<file path="src/rtl/htax_inport_rx_buffer.sv">
// htax_inport_rx_buffer: per-VC store-and-forward receive buffer for one HTAX inport.
// Frames the incoming word stream, requests the decoded outport/VC, and streams granted packets out.
module htax_inport_rx_buffer #(
  parameter int NUM_PORTS  = 4,
  parameter int PORTS_LG   = 2,
  parameter int VC         = 2,
  parameter int WIDTH      = 64,
  parameter int FIFO_DEPTH = 16,
  parameter int FIFO_LG    = 4
) (
  input  logic                    clk,
  input  logic                    res_n,
  input  logic [WIDTH-1:0]        rx_data,
  input  logic [VC-1:0]           rx_sot,
  input  logic                    rx_eot,
  output logic [VC-1:0]           rx_credit,
  output logic [NUM_PORTS*VC-1:0] out_req,
  input  logic                    in_gnt,
  output logic [WIDTH-1:0]        out_data,
  output logic [VC-1:0]           out_sot,
  output logic                    out_eot,
  output logic                    err_overflow,
  output logic                    err_framing
);
  localparam int VC_LG = VC > 1 ? $clog2(VC) : 1;
  localparam int FL1 = FIFO_LG + 1;
  localparam int NR = NUM_PORTS * VC;
  localparam logic [FIFO_LG:0] FULL_LVL = FL1'(FIFO_DEPTH);
  localparam logic [1:0] IDLE = 2'd0, REQ = 2'd1, XFER = 2'd2;
  logic [WIDTH:0] mem [VC][FIFO_DEPTH];
  logic [FIFO_LG:0] wr_ptr [VC];
  logic [FIFO_LG:0] rd_ptr [VC];
  logic [FIFO_LG:0] pkt_cnt [VC];
  logic [1:0] state;
  logic [VC_LG-1:0] cur_vc, wr_vc, sel_vc, rr_ptr, pick_vc;
  logic [VC-1:0] full, inc, dec;
  logic [WIDTH:0] head, pick_head;
  logic in_pkt, start, we, wr_ok, pop, pick_ok;
  always_comb begin
    start = |rx_sot;
    wr_vc = cur_vc;
    for (int v = VC - 1; v >= 0; v--)
      if (rx_sot[v]) wr_vc = VC_LG'(v);
    we = start || in_pkt;
    pop = (state == REQ && in_gnt) || state == XFER;
    head = mem[sel_vc][rd_ptr[sel_vc][FIFO_LG-1:0]];
    for (int v = 0; v < VC; v++) full[v] = (wr_ptr[v] - rd_ptr[v]) == FULL_LVL;
    // a pop on the same VC frees a slot in the same cycle, so a full FIFO can still accept
    wr_ok = we && (!full[wr_vc] || (pop && sel_vc == wr_vc));
    for (int v = 0; v < VC; v++) begin
      inc[v] = wr_ok && rx_eot && wr_vc == VC_LG'(v);
      dec[v] = pop && head[WIDTH] && sel_vc == VC_LG'(v);
    end
    pick_ok = 1'b0;
    pick_vc = rr_ptr;
    for (int i = VC - 1; i >= 0; i--)
      if (pkt_cnt[(int'(rr_ptr) + i) % VC] != '0) begin
        pick_ok = 1'b1;
        pick_vc = VC_LG'((int'(rr_ptr) + i) % VC);
      end
    pick_head = mem[pick_vc][rd_ptr[pick_vc][FIFO_LG-1:0]];
    rx_credit = pop ? VC'(1) << sel_vc : '0;
  end
  always_ff @(posedge clk)
    if (wr_ok) mem[wr_vc][wr_ptr[wr_vc][FIFO_LG-1:0]] <= {rx_eot, rx_data};
  always_ff @(posedge clk or negedge res_n)
    if (!res_n) begin
      in_pkt <= 1'b0;
      cur_vc <= '0;
      err_framing <= 1'b0;
      err_overflow <= 1'b0;
      for (int v = 0; v < VC; v++) begin
        wr_ptr[v] <= '0;
        rd_ptr[v] <= '0;
        pkt_cnt[v] <= '0;
      end
    end else begin
      if (we) in_pkt <= !rx_eot;
      if (start) cur_vc <= wr_vc;
      if ((in_pkt && start) || (!in_pkt && !start && rx_eot)) err_framing <= 1'b1;
      if (we && !wr_ok) err_overflow <= 1'b1;
      for (int v = 0; v < VC; v++) begin
        wr_ptr[v] <= wr_ptr[v] + FL1'(wr_ok && wr_vc == VC_LG'(v));
        rd_ptr[v] <= rd_ptr[v] + FL1'(pop && sel_vc == VC_LG'(v));
        pkt_cnt[v] <= pkt_cnt[v] + FL1'(inc[v]) - FL1'(dec[v]);
      end
    end
  always_ff @(posedge clk or negedge res_n)
    if (!res_n) begin
      state <= IDLE;
      sel_vc <= '0;
      rr_ptr <= '0;
      out_req <= '0;
      out_data <= '0;
      out_sot <= '0;
      out_eot <= 1'b0;
    end else begin
      out_sot <= '0;
      out_eot <= 1'b0;
      if (state == IDLE && pick_ok) begin
        sel_vc <= pick_vc;
        out_req <= NR'(1) << (int'(pick_head[PORTS_LG-1:0]) * VC + int'(pick_vc));
        state <= REQ;
      end
      if (pop) begin
        out_req <= '0;
        out_data <= head[WIDTH-1:0];
        out_sot <= state == REQ ? VC'(1) << sel_vc : '0;
        out_eot <= head[WIDTH];
        state <= head[WIDTH] ? IDLE : XFER;
        if (head[WIDTH]) rr_ptr <= VC_LG'((int'(sel_vc) + 1) % VC);
      end
    end
endmodule

</file>
<file path="config.mk">
export PLATFORM = sky130hd
export DESIGN_NAME = htax_inport_rx_buffer
export DESIGN_NICKNAME = d
export VERILOG_FILES = /design/src/rtl/htax_inport_rx_buffer.sv
export SDC_FILE = /design/constraint.sdc
export NUM_CORES = 2
export LEC_CHECK = 0
export ABC_AREA = 0
export BUFFER_PORTS_ARGS = -buffer_cell sky130_fd_sc_hd__clkbuf_2
export CAP_MARGIN = 20
export CORE_AREA = 2 2 655 331
export CTS_CLUSTER_SIZE = 20
export DETAILED_ROUTE_END_ITERATION = 7
export DIE_AREA = 0 0 657 333
export SKIP_LAST_GASP = 1
export SLEW_MARGIN = 5
export SYNTH_ARGS = -nofsm -noshare
export SYNTH_HDL_FRONTEND = slang
export SYNTH_SLANG_ARGS = --single-unit
</file>
<file path="constraint.sdc">
create_clock -name clk -period 7.58 [get_ports clk]
set_clock_uncertainty 0.1 [all_clocks]
set_input_delay 0.758 -clock clk [delete_from_list [all_inputs] [get_ports clk]]
set_output_delay 0.758 -clock clk [all_outputs]
set_load 0.02 [all_outputs]
</file>
# Word level (Yosys, flattened, before mapping)
# Memory sizes are Yosys's and may differ from the RTL's.
# Cells that the tools add are included.
[word_totals]
ram_bits = 2080
mem_count = 1
output_inout_bits = 79
reg_bits = 113
inputBits = 70
[op_classes]
shift = 2
n_lt_le_gt_ge = 10
bitwise = 11
n_addsub = 13
n_mux = 42
eq_ne = 5
n_reduce_logical = 34
[mem_list]
columns = ["name", "depth", "width", "read_ports", "rd_ports_with_merged_regs", "wr", "line", "source"]
rows = [
  ["mem", 2, 1040, 2, 0, 1, "30", "logic [WIDTH:0] mem [VC][FIFO_DEPTH];"],
]
[ops]
columns = ["cell", "n"]
rows = [
  ["$mux 1040", 1],
  ["$bmux 65 s4", 2],
  ["$demux 65 s4", 1],
  ["$mux 65", 3],
  ["$ge 32x2->1 const B", 2],
  ["$mux 4", 9],
  ["$not 1->32", 1],
  ["$not 32->32", 1],
  ["$add 5x1->5", 6],
  ["$mux 5", 6],
  ["$logic_and 1x1->1", 19],
  ["$mux 2", 8],
  ["$mux 8", 2],
  ["$ge 5x5->1 const B", 3],
  ["$not 4->5", 3],
  ["$eq 5x5->1 const B", 2],
  ["$mux 1", 10],
  ["$reduce_bool 5->1", 2],
  ["$sub 5x1->5", 2],
  ["$sub 5x5->5", 2],
  ["$shl 1x4->8 const A", 1],
  ["$ge 2x2->1 const B", 3],
  ["$not 1->2", 3],
  ["$logic_not 1->1", 5],
  ["other kinds (15)", 20],
]

# Depth between registers and ports, before layout
[logic_depth]
depth_word = 21
mapped_depth = 20
ltp_nobuf = 19

# Least setup slack after synthesis
# OpenSTA, ideal clock, no wires.
[synth_path]
kind = "reg-to-reg"
start = "reg rd_ptr[1] (netlist name)"
end = "mem mem[1][130] (netlist name), enable pin"
setup_time_ps = 489
synth_period_minus_slack_ps = 5637
slack_ps = 1943
required_ps = 6991
arrival_ps = 5048
path_stages_with_launch = 13
path_cell_list = "dfrtp_1 -> clkbuf_1 -> inv_1 -> ha_1 -> nor2b_1 -> o21a_1 -> o21ai_0 -> a21oi_1 -> o211ai_1 -> a32oi_1 -> nor2_1 -> o21ai_1 -> nor2_1"
[synth_between]
elab_chain_len = 9
[synth_rtl]
columns = ["item", "line", "source"]
rows = [
  ["start: declaration", "32", "logic [FIFO_LG:0] rd_ptr [VC];"],
  ["start signal: indexed assignment", "84", "rd_ptr[v] <= rd_ptr[v] + FL1'(pop && sel_vc == VC_LG'(v));"],
  ["$sub 5x5->5", "47", "for (int v = 0; v < VC; v++) full[v] = (wr_ptr[v] - rd_ptr[v]) == FULL_LVL;"],
  ["$eq 5x5->1", "47", ""],
  ["$mux 1 (not written as such) (2 in series)", "49", "wr_ok = we && (!full[wr_vc] || (pop && sel_vc == wr_vc));"],
  ["$logic_not 1->1", "49", ""],
  ["$logic_or 1x1->1", "49", ""],
  ["$logic_and 1x1->1", "49", ""],
  ["$mux 1", "65", "if (wr_ok) mem[wr_vc][wr_ptr[wr_vc][FIFO_LG-1:0]] <= {rx_eot, rx_data};"],
  ["$mux 1040 (not written as such)", "65", ""],
  ["end: declaration", "30", ""],
]
# No other way between the ends. The select of a mux whose other input is x is not followed.

# Worst setup path after layout
[layout_path]
start = "reg rd_ptr[6] (netlist name)"
end = "mem mem[0][300] (netlist name), enable pin"
# The elaborated chain is that of the path after synthesis.

==> flow_summary_export.csv <==
group,metric,value,unit
outcome,status,"finished clean",
final_layout,final_cell_count_no_fill,7506,
timing,rsz0062_at_grt,"no",
drt,firstDrtPassIters,6,
final_layout,fin_area,96000,um2
yosys,avgSynthCellArea,19.8,um2
final_layout,drive_gt1_share,23.7,%
timing,finalCritPeriodShare,76.4,%
yosys,synth_cells,4287,
timing,finalCriticalPeriod,5.79,ns
power,ir_drop,0.000442,V
clock_tree,htree_levels,4,
floorplan,fp-row-count,120,
grt,gr-total-overflow,0,
timing,max_freq,173,MHz
timing,setup_violations,0,
floorplan,ioPinCount,149,
grt,grt_pass1_vias,42916,
clock_tree,clock_path_buffers,4,
floorplan,coreArea,213000,um2
drt,top_layer,"met5",
yosys,ys_types,59,
clock_tree,cts_resized,0,
clock_tree,clk_latency,0.85,ns
final_layout,finalNetCount,4583,
critical_path,cp-start-kind,"register",
timing,finalSetupTns,0,ns
critical_path,required,7.93,ns
yosys,synth_common_cells,"2080 x edfxtp_1, 612 x nand2_1, 520 x mux4_2",
critical_path,critical_path_arrival,6.14,ns
floorplan,die_w,657,um
place,place.port_buffers,148,
final_layout,multi_input_area,18900,um2
place,gp_congestion,0.794,
power,powerDensity,404,nW/um2
drt,drc_errors,0,
yosys,ys_seq_elements,2193,
critical_path,end_kind,"register",
floorplan,dieArea,219000,um2
critical_path,critical_path_class,"register to register",
critical_path,critPathMaxFanout,33,
drt,drt_iter0_drc,6140,
timing,drv_slew,0,
yosys,netlist.area_leader.share,73.5,%
drt,ant_nets,0,
drt,met3_length,25300,um
final_layout,fillers,18062,
drt,met1_length,103000,um
drt,drt-total-wl,231000,um
drt,vias,43912,
yosys,synth.most_common_cell,"edfxtp_1",
yosys,synthFlopType,"edfxtp_1",
clock_tree,clock-sinks,2193,
yosys,syn_nets,4387,
drt,met2_length,98500,um
power,leakage,30.8,nW
timing,tightest_slew,1.28,ns
hold_path,hold_path.class,"input pin to register",
final_layout,area_growth,13.0,%
drt,viasPerCell,5.85,
clock_tree,clk_pin_slew,0.07,ns
grt,grt.total_usage,20.9,%
timing,hold_viol_final,0,
yosys,yosys_warnings,0,
yosys,yosysTopAreaCell,"edfxtp_1",
critical_path,rrSetupSlack,1.79,ns
grt,grt_max_degree,148,
drt,wl_per_cell,30.7,um
place,dp.final_hpwl,114000,um
grt,grt_pass1_wl,330000,um
yosys,synth_area_leaders,"edfxtp_1 74%, mux4_2 14%, dfrtp_1 3.3%",
place,place_area,89600,um2
floorplan,start_util,39.9,%
floorplan,die_h,333,um
timing,relSlewSlack,14.4,%
yosys,seq_area_frac_synth,76.9,%
yosys,ys_async_sr_fraction,5.15,%
yosys,syn-cell-area,84900,um2
final_layout,regArea,65300,um2
flow_run,max_cap_viol_count,0,
yosys,synth_edf_count,2080,
grt,grt_antenna_before_repair,16,
place,dpl.cell_count,7153,
clock_tree,cts_tree,"built",
clock_tree,cts_root_buffer,"clkbuf_16",
clock_tree,cts_buffers,193,
-- per-layer routing --
metal	track usage [%]	vias up
met5	0	-
met4	3.63	10
met3	4.74	294
met2	29.5	2405
met1	33.4	23428
li1	-	17775
-- flip-flops by register name (all words and copies together), names as in the netlist --
register	flops
out_req	8
rd_ptr	10
cur_vc	1
pkt_cnt	10
out_eot	1
out_data	64
sel_vc	1
err_framing	1
mem	2080
rr_ptr	1
out_sot	2
wr_ptr	10
in_pkt	1
state	2
err_overflow	1
-- worst max-delay path, stage by stage (launching register included) --
cell      delay, ns
dfrtp_1        0.68
inv_1          0.22
ha_1           0.32
nor2b_1        0.13
o21ai_0        0.21
a21o_1         0.16
a2111o_1       0.17
or2_2          0.11
a32oi_1        0.16
nor2_1         0.38
nand2_1        0.54
nor2_4         0.78
buf_4          0.60
buf_4          0.75
-- cells in the final DEF (no fill, tap or decap), types with 5 or more instances in the layout --
cell | synthesis | layout
a211oi_1 | 5 | 5
a21o_1 | 6 | 6
a21oi_1 | 12 | 12
a311oi_1 | 66 | 66
a31oi_1 | 67 | 67
and3_1 | 66 | 66
buf_12 | 0 | 24
buf_4 | 0 | 68
bufinv_16 | 0 | 23
clkbuf_1 | 129 | 37
clkbuf_16 | 0 | 195
clkbuf_2 | 0 | 147
clkbuf_8 | 0 | 9
clkinv_1 | 2 | 30
clkinv_2 | 0 | 34
clkinvlp_4 | 0 | 11
dfrtp_1 | 113 | 112
edfxtp_1 | 2080 | 2080
ha_1 | 26 | 26
inv_1 | 31 | 31
inv_6 | 0 | 5
mux2i_1 | 19 | 19
mux4_2 | 520 | 520
nand2_1 | 612 | 612
nand3_1 | 154 | 154
nand4_1 | 5 | 5
nor2_1 | 57 | 25
nor2_4 | 0 | 32
nor3_1 | 24 | 24
o21ai_0 | 78 | 78
o21ai_1 | 8 | 5
o31ai_1 | 6 | 6
xnor2_1 | 18 | 18
xor2_1 | 7 | 7
-- layout make-up --
type | count | share of cell area (%)
sequential | 2193 | 68.0
multi-input combinational | 1819 | 19.6
clock buffer | 241 | 5.36
tap | 2867 | 3.74
timing repair buffer | 243 | 1.86
clock inverter | 107 | 1.23
inverter | 33 | 0.129
antenna | 3 | 0.00782
-- timing repair --
item	CTS	global route
buffers inserted	0	0
endpoints found under the hold margin	55	0
setup endpoints to repair	0	0
hold buffers	1	0
-- kinds of logic (layout without fill, tap and decap cells) --
| kind of cell | count (synthesis) | after routing | synth area share (%) |
|---|---|---|---|
| compound gates | 277 | 277 | 2.22 |
| xor+xnor | 25 | 25 | 0.258 |
| fa+ha+maj | 32 | 32 | 0.504 |
| buf+inv | 275 | 624 | 1.33 |
| flops | 2193 | 2193 | 76.9 |
| mux | 541 | 541 | 14.1 |
| other cells | 0 | 3 | 0 |
| simple gates | 944 | 944 | 4.76 |
-- final timing paths --
kind | depth (start not counted) | endpoint | start
worst max-delay path | 13 | mem[0][300] | rd_ptr[6]
worst min-delay path | 3 | err_framing | rx_sot[0]
worst max register to register | 13 | mem[0][300] | rd_ptr[6]
worst min register to register | 1 | err_framing | err_framing
max in group asynchronous | 3 | cur_vc | res_n
min in group asynchronous | 2 | out_data[41] | res_n
-- through the flow --
stage	worst slack (ns)	power [mW]	utilization, %	hold WS (ns)
finish	1.79	38.7	45.1	0.137
global route	1.45	40.4	45.1	0.133
CTS	1.80	38.9	45.1	0.0818
detailed placement	1.84	28.9	42.1	0.367
global placement	1.88	28.8	42.1	0.366
floorplan	1.94	24.2	-	0.362
-- power by group --
part | internal [mW] | switching, mW
Clock | 5.61 | 4.50
Combinational | 5.09 | 8.37
Sequential | 14.6 | 0.560
Total | 25.3 | 13.4
No activity file was read; power rests on OpenSTA's default activity.
